$ cat src/rtl/memory_controller_pkg.sv
// Shared types and constants for the byte-serial RAM/IO port controller.
package memory_controller_pkg;

  typedef logic [31:0] addr_type_t;
  typedef logic [31:0] inst_type_t;

  localparam logic [1:0] LEN_BYTE = 2'b00;
  localparam logic [1:0] LEN_HALF = 2'b01;
  localparam logic [1:0] LEN_WORD = 2'b10;

  localparam logic [1:0] IO_SEL = 2'b11;

  typedef enum logic [1:0] {
    MC_IDLE     = 2'd0,
    MC_IF_READ  = 2'd1,
    MC_LS_READ  = 2'd2,
    MC_LS_WRITE = 2'd3
  } mc_state_t;

  // len 2'b11 is deliberately folded into the word case
  function automatic logic [2:0] len_to_bytes(input logic [1:0] len);
    case (len)
      LEN_BYTE: return 3'd1;
      LEN_HALF: return 3'd2;
      default:  return 3'd4;
    endcase
  endfunction

endpackage

$ cat src/rtl/memory_controller.sv
// Owns the byte-wide RAM/IO port: arbitrates fetch vs load/store and runs each
// transfer as a byte-serial read or write sequence with a single done pulse.
module memory_controller #(
  parameter int         ADDR_WIDTH = 32,
  parameter int         DATA_WIDTH = 32,
  parameter logic [1:0] IO_SEL     = 2'b11
) (
  input  logic                  clk_in,
  input  logic                  rst_in,
  input  logic                  rdy_in,
  input  logic                  clear_flag,
  input  logic                  if_to_mc_ready,
  input  logic [ADDR_WIDTH-1:0] if_to_mc_PC,
  output logic                  mc_to_if_ready,
  output logic [DATA_WIDTH-1:0] mc_to_if_inst,
  input  logic                  lsb_to_mc_ready,
  input  logic                  lsb_to_mc_wr,
  input  logic [1:0]            lsb_to_mc_len,
  input  logic [ADDR_WIDTH-1:0] lsb_to_mc_addr,
  input  logic [DATA_WIDTH-1:0] lsb_to_mc_data,
  output logic                  mc_to_lsb_ready,
  output logic [DATA_WIDTH-1:0] mc_to_lsb_data,
  input  logic [7:0]            mem_din,
  output logic [7:0]            mem_dout,
  output logic [ADDR_WIDTH-1:0] mem_a,
  output logic                  mem_wr,
  input  logic                  io_buffer_full
);
  import memory_controller_pkg::*;

  mc_state_t             state_reg, state_next;
  logic [2:0]            cnt_reg, n_reg;
  logic [ADDR_WIDTH-1:0] mem_a_reg;
  logic [7:0]            mem_dout_reg;
  logic                  io_space_reg;
  logic [DATA_WIDTH-1:0] wdata_reg, wdata_next, buf_reg, buf_merged;
  logic [DATA_WIDTH-1:0] if_inst_reg, lsb_data_reg;
  logic                  if_ready_reg, lsb_ready_reg;

  logic can_accept, take_lsb, take_if, rd_active, rd_done, io_stall, wr_step, wr_last;

  // A requester is not re-accepted on its own pulse cycle; the other one may be.
  assign can_accept = (state_reg == MC_IDLE) && !clear_flag;
  assign take_lsb   = can_accept && lsb_to_mc_ready && !lsb_ready_reg;
  assign take_if    = can_accept && !take_lsb && if_to_mc_ready && !if_ready_reg;
  assign rd_active  = (state_reg == MC_IF_READ) || (state_reg == MC_LS_READ);
  assign rd_done    = rd_active && !clear_flag && (cnt_reg == n_reg);
  assign io_stall   = io_space_reg && io_buffer_full;
  assign wr_step    = (state_reg == MC_LS_WRITE) && !io_stall;
  assign wr_last    = wr_step && (cnt_reg == n_reg - 3'd1);
  assign wdata_next = wdata_reg >> 8;

  // Byte i of the read result arrives while cnt_reg == i+1
  for (genvar gi = 0; gi < DATA_WIDTH / 8; gi++) begin : g_byte
    assign buf_merged[8*gi +: 8] = (cnt_reg == 3'(gi + 1)) ? mem_din : buf_reg[8*gi +: 8];
  end

  always_ff @(posedge clk_in or posedge rst_in) begin
    if (rst_in)      state_reg <= MC_IDLE;
    else if (rdy_in) state_reg <= state_next;
  end

  always_comb begin
    state_next = state_reg;
    case (state_reg)
      MC_IDLE: begin
        if (take_lsb)     state_next = lsb_to_mc_wr ? MC_LS_WRITE : MC_LS_READ;
        else if (take_if) state_next = MC_IF_READ;
      end
      MC_IF_READ, MC_LS_READ: begin
        if (clear_flag || rd_done) state_next = MC_IDLE;
      end
      MC_LS_WRITE: begin
        if (wr_last) state_next = MC_IDLE;
      end
      default: state_next = MC_IDLE;
    endcase
  end

  always_comb begin
    mem_wr = 1'b0;
    if (rdy_in && state_reg == MC_LS_WRITE && !io_stall) mem_wr = 1'b1;
  end

  always_ff @(posedge clk_in or posedge rst_in) begin
    if (rst_in) begin
      mem_a_reg     <= '0;
      mem_dout_reg  <= '0;
      io_space_reg  <= 1'b0;
      cnt_reg       <= '0;
      n_reg         <= '0;
      wdata_reg     <= '0;
      buf_reg       <= '0;
      if_inst_reg   <= '0;
      lsb_data_reg  <= '0;
      if_ready_reg  <= 1'b0;
      lsb_ready_reg <= 1'b0;
    end else if (rdy_in) begin
      if_ready_reg  <= 1'b0;
      lsb_ready_reg <= 1'b0;
      if (take_lsb || take_if) begin
        mem_a_reg    <= take_lsb ? lsb_to_mc_addr : if_to_mc_PC;
        io_space_reg <= take_lsb && (lsb_to_mc_addr[17:16] == IO_SEL);
        n_reg        <= take_lsb ? len_to_bytes(lsb_to_mc_len) : len_to_bytes(LEN_WORD);
        cnt_reg      <= '0;
        buf_reg      <= '0;
        wdata_reg    <= lsb_to_mc_data;
        if (take_lsb && lsb_to_mc_wr) mem_dout_reg <= lsb_to_mc_data[7:0];
      end else if (rd_active && !clear_flag) begin
        buf_reg <= buf_merged;
        cnt_reg <= cnt_reg + 3'd1;
        if (cnt_reg + 3'd1 < n_reg) mem_a_reg <= mem_a_reg + ADDR_WIDTH'(1);
        if (rd_done) begin
          if (state_reg == MC_IF_READ) begin
            if_inst_reg  <= buf_merged;
            if_ready_reg <= 1'b1;
          end else begin
            lsb_data_reg  <= buf_merged;
            lsb_ready_reg <= 1'b1;
          end
        end
      end else if (wr_step) begin
        if (wr_last) begin
          lsb_ready_reg <= 1'b1;
        end else begin
          mem_a_reg    <= mem_a_reg + ADDR_WIDTH'(1);
          mem_dout_reg <= wdata_next[7:0];
          wdata_reg    <= wdata_next;
          cnt_reg      <= cnt_reg + 3'd1;
        end
      end
    end
  end

  assign mem_a           = mem_a_reg;
  assign mem_dout        = mem_dout_reg;
  assign mc_to_if_ready  = if_ready_reg;
  assign mc_to_if_inst   = if_inst_reg;
  assign mc_to_lsb_ready = lsb_ready_reg;
  assign mc_to_lsb_data  = lsb_data_reg;

endmodule
$ cat config.mk
export PLATFORM = sky130hd
export DESIGN_NAME = memory_controller
export DESIGN_NICKNAME = d
export VERILOG_FILES = /design/src/rtl/memory_controller_pkg.sv /design/src/rtl/memory_controller.sv
export SDC_FILE = /design/constraint.sdc
export NUM_CORES = 1
export LEC_CHECK = 0
export BUFFER_PORTS_ARGS = -buffer_cell sky130_fd_sc_hd__buf_2
export CORE_ASPECT_RATIO = 1.4
export CORE_UTILIZATION = 50
export DETAILED_ROUTE_END_ITERATION = 8
export MAX_ROUTING_LAYER = met4
export PLACE_DENSITY = 0.81
export SLEW_MARGIN = 20
export SYNTH_ARGS = -nofsm -noshare
export SYNTH_HDL_FRONTEND = slang
export SYNTH_SLANG_ARGS = --single-unit
$ cat constraint.sdc
create_clock -name clk_in -period 16 [get_ports clk_in]
set_clock_uncertainty 0.05 [all_clocks]
set_input_delay 1.6 -clock clk_in [delete_from_list [all_inputs] [get_ports clk_in]]
set_output_delay 1.6 -clock clk_in [all_outputs]
set_load 0.01 [all_outputs]
==> flow_metrics.env, run 1 <==
export IMPL_mostFrequentLayoutCells="buf_2, dfrtp_1, nand2_1, o21ai_0, nor2_1"
export IMPL_synth_async_reset_ratio_pct=100.0
export IMPL_root_buffer="clkbuf_16"
export IMPL_final_area_mm2=0.01031
export IMPL_switching_power_uw=682.7
export IMPL_h_tree_depth=4
export IMPL_min_delay_start="mc_to_if_inst[0]$_DFFE_PP0P_"
export IMPL_setup_viol=0
export IMPL_firstDrtPassIters=5
export IMPL_setup_ws_ps=12100
export IMPL_multi_input_area_mm2=0.003955
export IMPL_period_share_pct=24.35
export IMPL_p_clk_share_pct=22.9
export IMPL_drt_iter0_drc=472
export IMPL_hold_buffers=0
export IMPL_post_cts_buffers=0
export IMPL_critPathArrivalTime_ps=2250
export IMPL_fp_dieArea_mm2=0.01760
export IMPL_path_max_fanout=16
export IMPL_hold_path_class="register to register"
export IMPL_slew_headroom_pct=29.15
export IMPL_whs_path_depth=2
export IMPL_grt_pass1_vias=6916
export IMPL_via_per_inst=5.796
export IMPL_hold_violations=0
export IMPL_rsz0062_at_grt="false"
export IMPL_grt_max_degree=92
export IMPL_cts_made_buffers=17
export IMPL_cts_resized=0
export IMPL_drive_above_1_share_pct=28.36
export IMPL_synth_main_ff_cell="dfrtp_1"
export IMPL_netlist_area_mm2=0.008531
export IMPL_overflow=0
export IMPL_die_h_um=156.6
export IMPL_r2r_setup_slack_ps=12850
export IMPL_vias=7314
export IMPL_clock_sinks=171
export IMPL_fill_cells=1425
export IMPL_utilization_pct=61.60
export IMPL_layout_commonest_cell="buf_2"
export IMPL_syn_to_final_growth_pct=20.92
export IMPL_nNetsFinal=1173
export IMPL_worstSetupPathType="primary input to output port"
export IMPL_ys_seq_elements=171
export IMPL_clk_pin_slew_ps=70
export IMPL_ctsLongestPathBuffers=2
export IMPL_seq_power_share_pct=39.4
export IMPL_powerDensity_mw_per_mm2=173.3
export IMPL_rows=56
export IMPL_endpoint_kind="output port"
export IMPL_postRouteAntennaNets=0
export IMPL_port_buffers=220
export IMPL_period_needed_ps=3896
export IMPL_holdPathEnd="mc_to_if_inst[0]$_DFFE_PP0P_"
export IMPL_drv_cap=0
export IMPL_r2r_end="mem_a[1]$_DFFE_PP0P_"
export IMPL_timing_fmax_mhz=256.7
export IMPL_track_usage_pct=26.11
export IMPL_die_w_um=112.4
export IMPL_synth_nets=989
export IMPL_register_area_mm2=0.004279
export IMPL_crit_buf_inv=2
export IMPL_place_area_mm2=0.009727
export IMPL_io_pin_count=221
export IMPL_ys_types=59
export IMPL_status="completed"
export IMPL_rr_worst_depth=9
export IMPL_drc=0
export IMPL_ys_warn_count=0
export IMPL_crit_family="buffers and inverters"
export IMPL_combPwrFrac_pct=37.7
export IMPL_vdd_drop_max_mv=0.1007
export IMPL_crit_top_cell="buf_2"
export IMPL_syn_avg_cell_area_um2=9.896
export IMPL_clkLatencyLatePin_ps=420
export IMPL_switching_share_pct=38.20
export IMPL_path_cells="buf_2, and3_1, buf_2"
export IMPL_preCtsSetupSlack_ps=11760
export IMPL_synth_edf_count=0
export IMPL_cp_start_kind="primary input"
export IMPL_grt_pass1_wl_um=35170
export IMPL_core_mm2=0.01675
export IMPL_slowest_delay_ps=290
export IMPL_grt_antenna_before_repair=1
export IMPL_synthesis_instances=862
export IMPL_floorplan_initialDensity_pct=50.94
export IMPL_wl_per_cell_um=17.25
export IMPL_routed_wirelength_um=21760
export IMPL_worst_pin_slew_ps=1063
export IMPL_whs_ps=422.0
export IMPL_gp_congestion=0.8967
export IMPL_dpl_hpwl_um=15200
export IMPL_p_leak_uw=0.005155
export IMPL_cts_tree="built"
export IMPL_r2r_start="cnt_reg[1]$_DFFE_PP0P_"
export IMPL_critPathSlowestCell="buf_2"
export IMPL_setup_tns_ps=0
export IMPL_internal_power_uw=1105
export IMPL_cp_data_required_time_ps=14350
export IMPL_seq_area_frac_synth_pct=50.16
export IMPL_drv_slew=0
-- tightest hold or removal path, stage by stage, from the launching register on --
cell and delay [ps]:
dfrtp_1 340, nand2_1 40, o21ai_0 60
-- synth_stat cells (all sizes together) (3+ instances only) --
library cell / n / share of area, %
dfrtp: 171 / 50
nand2: 140 / 6.2
o21ai: 68 / 4.0
nor2: 48 / 2.2
mux2i: 44 / 5.2
a22o: 41 / 4.2
a21oi: 36 / 2.1
clkbuf: 34 / 1.5
mux2: 34 / 4.5
buf: 31 / 1.9
nor3: 28 / 1.6
nand3: 22 / 1.3
a31oi: 21 / 1.7
inv: 15 / 0.66
a2bb2oi: 13 / 1.3
ha: 13 / 1.9
and3: 11 / 0.81
nand4: 11 / 0.81
o22a: 11 / 1.1
o31ai: 9 / 0.95
nor2b: 6 / 0.44
a211oi: 5 / 0.44
a41oi: 5 / 0.51
and2: 5 / 0.37
a32oi: 4 / 0.41
and4: 4 / 0.41
nor4: 4 / 0.29
xor2: 3 / 0.31
-- worst max-delay path by stage --
stage / start / slack [ps] / depth (start not counted) / end
2_1_floorplan: rst_in / 9720 / 1 / buf_reg[0]$_DFFE_PP0P_
3_3_place_gp: clear_flag / 11810 / 7 / mem_a[1]$_DFFE_PP0P_
3_5_place_dp: lsb_to_mc_ready / 11760 / 7 / mem_a[1]$_DFFE_PP0P_
4_1_cts: rdy_in / 12110 / 3 / mem_wr
5_1_grt: rdy_in / 12070 / 3 / mem_wr
6_report: rdy_in / 12100 / 3 / mem_wr
-- power groups by stage --
stage / Sequential (uW) / Combinational [uW] / Clock [uW]
6_report: 704 / 674 / 409
5_1_grt: 724 / 746 / 434
2_1_floorplan: 719 / 430 / 0
4_1_cts: 701 / 677 / 413
3_5_place_dp: 708 / 675 / 0
3_3_place_gp: 704 / 654 / 0
-- cell families after synthesis --
group                    after synthesis  share of synthesized area [%]
buffers and inverters                 81                          4.107
adder cells (fa/ha/maj)               13                          1.907
multiplexers                          78                          9.651
flip-flops                           171                          50.16
AND/OR/NAND/NOR                      287                          15.17
AO/OA/AOI/OAI                        228                          18.44
XOR/XNOR                               4                         0.5721
-- layout make-up --
cell class / count / share of cell area (%)
Tap cell: 203 / 2.462
Clock buffer: 19 / 4.294
Timing Repair Buffer: 230 / 11.44
Inverter: 16 / 0.6308
Antenna cell: 1 / 0.02426
Multi-Input combinational cell: 610 / 38.34
Clock inverter: 12 / 1.322
Sequential cell: 171 / 41.48
-- through the flow --
step / std cells / power, uW
6_report: 1262 / 1787
5_1_grt: 1262 / 1903
3_3_place_gp: 1230 / 1359
3_5_place_dp: 1230 / 1383
2_1_floorplan: 862 / 1149
4_1_cts: 1261 / 1792
-- per-layer routing --
metal	up-vias	GRT usage (%)	share of wire [%]
li1	3477	-	-
met1	3515	31.66	42
met2	285	43.60	51
met3	37	4.919	4.7
met4	0	9.460	2.3
met5	-	-	0
(Power assumes the default switching activity.)
==> run 2, diff against run 1 <==
Settings changed: ABC_AREA from default to 1.
Clock period 16 ns to 3.9 ns, I/O delays scaled along.
==> flow_metrics.env, run 2 <==
export IMPL_synth_nets=1287
export IMPL_port_buffers=220
export IMPL_fp_dieArea_mm2=0.01815
export IMPL_setup_tns_ps=0
export IMPL_cp_start_kind="register"
export IMPL_grt_max_degree=82
export IMPL_path_cells="inv_1, ha_1, ha_1, inv_1, nor2_1, o21a_1, o21ai_1, nand2_2, buf_4, inv_2, nand3_1, nand2_1"
export IMPL_fill_cells=1630
export IMPL_period_share_pct=71.08
export IMPL_crit_buf_inv=4
export IMPL_syn_to_final_growth_pct=20.64
export IMPL_via_per_inst=5.183
export IMPL_yosysMostFrequentCell="nand2_1"
export IMPL_vdd_drop_max_mv=0.3928
export IMPL_layout_commonest_cell="nand2_1"
export IMPL_timing_fmax_mhz=360.7
export IMPL_period_needed_ps=2772
export IMPL_cts_made_buffers=17
export IMPL_use_met1_pct=32.56
export IMPL_worstSetupPathType="register to register"
export IMPL_synthesis_instances=1160
export IMPL_drc=0
export IMPL_hold_violations=0
export IMPL_combPwrFrac_pct=37.6
export IMPL_grt_pass1_wl_um=37360
export IMPL_p_clk_share_pct=23.7
export IMPL_rows=57
export IMPL_floorplan_initialDensity_pct=51.00
export IMPL_slowest_delay_ps=490
export IMPL_drive_above_1_share_pct=20.57
export IMPL_syn_avg_cell_area_um2=7.588
export IMPL_synthTopCellsByArea="dfrtp_1, nand2_1, o21ai_0"
export IMPL_critPathArrivalTime_ps=3080
export IMPL_grt_pass1_vias=7693
export IMPL_status="completed"
export IMPL_cts_resized=0
export IMPL_postRouteAntennaNets=0
export IMPL_drt_iter0_drc=632
export IMPL_ys_seq_elements=171
export IMPL_yosysTopAreaCell="dfrtp_1"
export IMPL_overflow=0
export IMPL_setup_viol=0
export IMPL_gp_congestion=0.8926
export IMPL_seq_area_frac_synth_pct=48.61
export IMPL_total_power_uw=7284
export IMPL_netlist_top_cells_count="nand2_1, dfrtp_1, o21ai_0, nor2_1, inv_1"
export IMPL_netlist_area_mm2=0.008802
export IMPL_crit_family="buffers and inverters"
export IMPL_clk_pin_slew_ps=70
export IMPL_clkLatencyLatePin_ps=430
export IMPL_synth_main_ff_cell="dfrtp_1"
export IMPL_drv_cap=0
export IMPL_post_cts_buffers=0
export IMPL_die_h_um=159.0
export IMPL_rsz0062_at_grt="false"
export IMPL_hold_path_class="primary input to async pin"
export IMPL_dp_cells=1575
export IMPL_synth_edf_count=0
export IMPL_cts_tree="built"
export IMPL_worst_pin_slew_ps=1074
export IMPL_root_buffer="clkbuf_16"
export IMPL_grt_antenna_before_repair=1
export IMPL_vias=8334
export IMPL_drv_slew=0
export IMPL_path_max_fanout=34
export IMPL_clock_sinks=171
export IMPL_setup_ws_ps=1128
export IMPL_critPathSlowestCell="inv_2"
export IMPL_wl_per_cell_um=14.31
export IMPL_slew_headroom_pct=28.25
export IMPL_synth_top_area_share_pct=48.61
export IMPL_switching_share_pct=40.51
export IMPL_cp_data_required_time_ps=4210
export IMPL_p_leak_uw=0.005456
export IMPL_mostFrequentLayoutCells="nand2_1, buf_2, dfrtp_1, o21ai_0, nor2_1"
export IMPL_ys_types=36
export IMPL_met2_usage_pct=44.96
export IMPL_grt_use_met3_pct=5.558
export IMPL_core_mm2=0.01726
export IMPL_gr_max_usage_layer="met2"
export IMPL_r2r_setup_slack_ps=1130
export IMPL_preCtsSetupSlack_ps=1166
export IMPL_ys_warn_count=0
export IMPL_routed_wirelength_um=23000
export IMPL_powerDensity_mw_per_mm2=685.9
export IMPL_track_usage_pct=26.83
export IMPL_synth_async_reset_ratio_pct=100.0
export IMPL_endpoint_kind="register"
export IMPL_seq_power_share_pct=38.6
export IMPL_switching_power_uw=2950
export IMPL_io_pin_count=221
export IMPL_die_w_um=114.1
export IMPL_ctsLongestPathBuffers=2
export IMPL_nNetsFinal=1485
export IMPL_dpl_hpwl_um=16540
export IMPL_firstDrtPassIters=5
export IMPL_h_tree_depth=4
export IMPL_internal_power_uw=4333
export IMPL_hold_buffers=0
export IMPL_instances_no_fill=1608
## run 2: cells by family (layout without fill, tap and decap cells)
kind of cell | count (synthesis) | count (layout) | synth area share (%)
AND/OR/NAND/NOR | 589 | 589 | 26.51
AO/OA/AOI/OAI | 234 | 234 | 13.99
flip-flops | 171 | 171 | 48.61
buffers and inverters | 130 | 341 | 6.524
multiplexers | 16 | 16 | 1.819
adder cells (fa/ha/maj) | 13 | 13 | 1.848
XOR/XNOR | 7 | 7 | 0.6965
other | 0 | 1 | 0
## run 2: final cells by class
type | count | area, um2 | share of cell area, %
diodes | 1 | 2.502 | 0.02357
clock buffers | 19 | 442.9 | 4.171
clock inverters | 13 | 156.4 | 1.473
inverters | 79 | 300.3 | 2.828
multi-input cells | 859 | 3954 | 37.23
flip-flops and latches | 171 | 4279 | 40.30
well taps | 236 | 295.3 | 2.781
repair buffers | 230 | 1189 | 11.19
## run 2: power by group through the flow
| stage | combinational (uW) | sequential [uW] | clock [uW] |
|---|---|---|---|
| final | 2740 | 2810 | 1730 |
| after global routing | 3120 | 2890 | 1830 |
| after CTS | 2770 | 2810 | 1760 |
| after detailed placement | 2750 | 2830 | 0 |
| after global placement | 2670 | 2820 | 0 |
| after floorplan | 1790 | 2900 | 0 |
## run 2: final timing paths
check | to | cells past startpoint | startpoint
setup / recovery | mem_a[20]$_DFFE_PP0P_ | 12 | cnt_reg[0]$_DFFE_PP0P_
hold / removal | mem_a[23]$_DFFE_PP0P_ | 2 | rst_in
setup reg to reg | mem_a[20]$_DFFE_PP0P_ | 12 | cnt_reg[0]$_DFFE_PP0P_
hold reg to reg | wdata_reg[27]$_DFFE_PP0P_ | 2 | wdata_reg[27]$_DFFE_PP0P_
max in group asynchronous | wdata_reg[15]$_DFFE_PP0P_ | 3 | rst_in
min in group clk_in | wdata_reg[26]$_DFFE_PP0P_ | 3 | lsb_to_mc_data[26]
## run 2: metrics by stage
step	utilization [%]	hold slack, ps	instance area [um2]
2_1_floorplan	-	391.2	8806
3_3_place_gp	58.04	403.0	10020
3_5_place_dp	58.04	407.8	10020
4_1_cts	61.51	91.22	10620
5_1_grt	61.53	87.10	10620
6_report	61.53	86.75	10620
## run 2: per-layer routing
layer	vias to the layer above	share of wire [%]
met4	0	1.6
li1	4117	-
met1	3884	41
met3	27	6.5
met2	306	51
met5	-	0
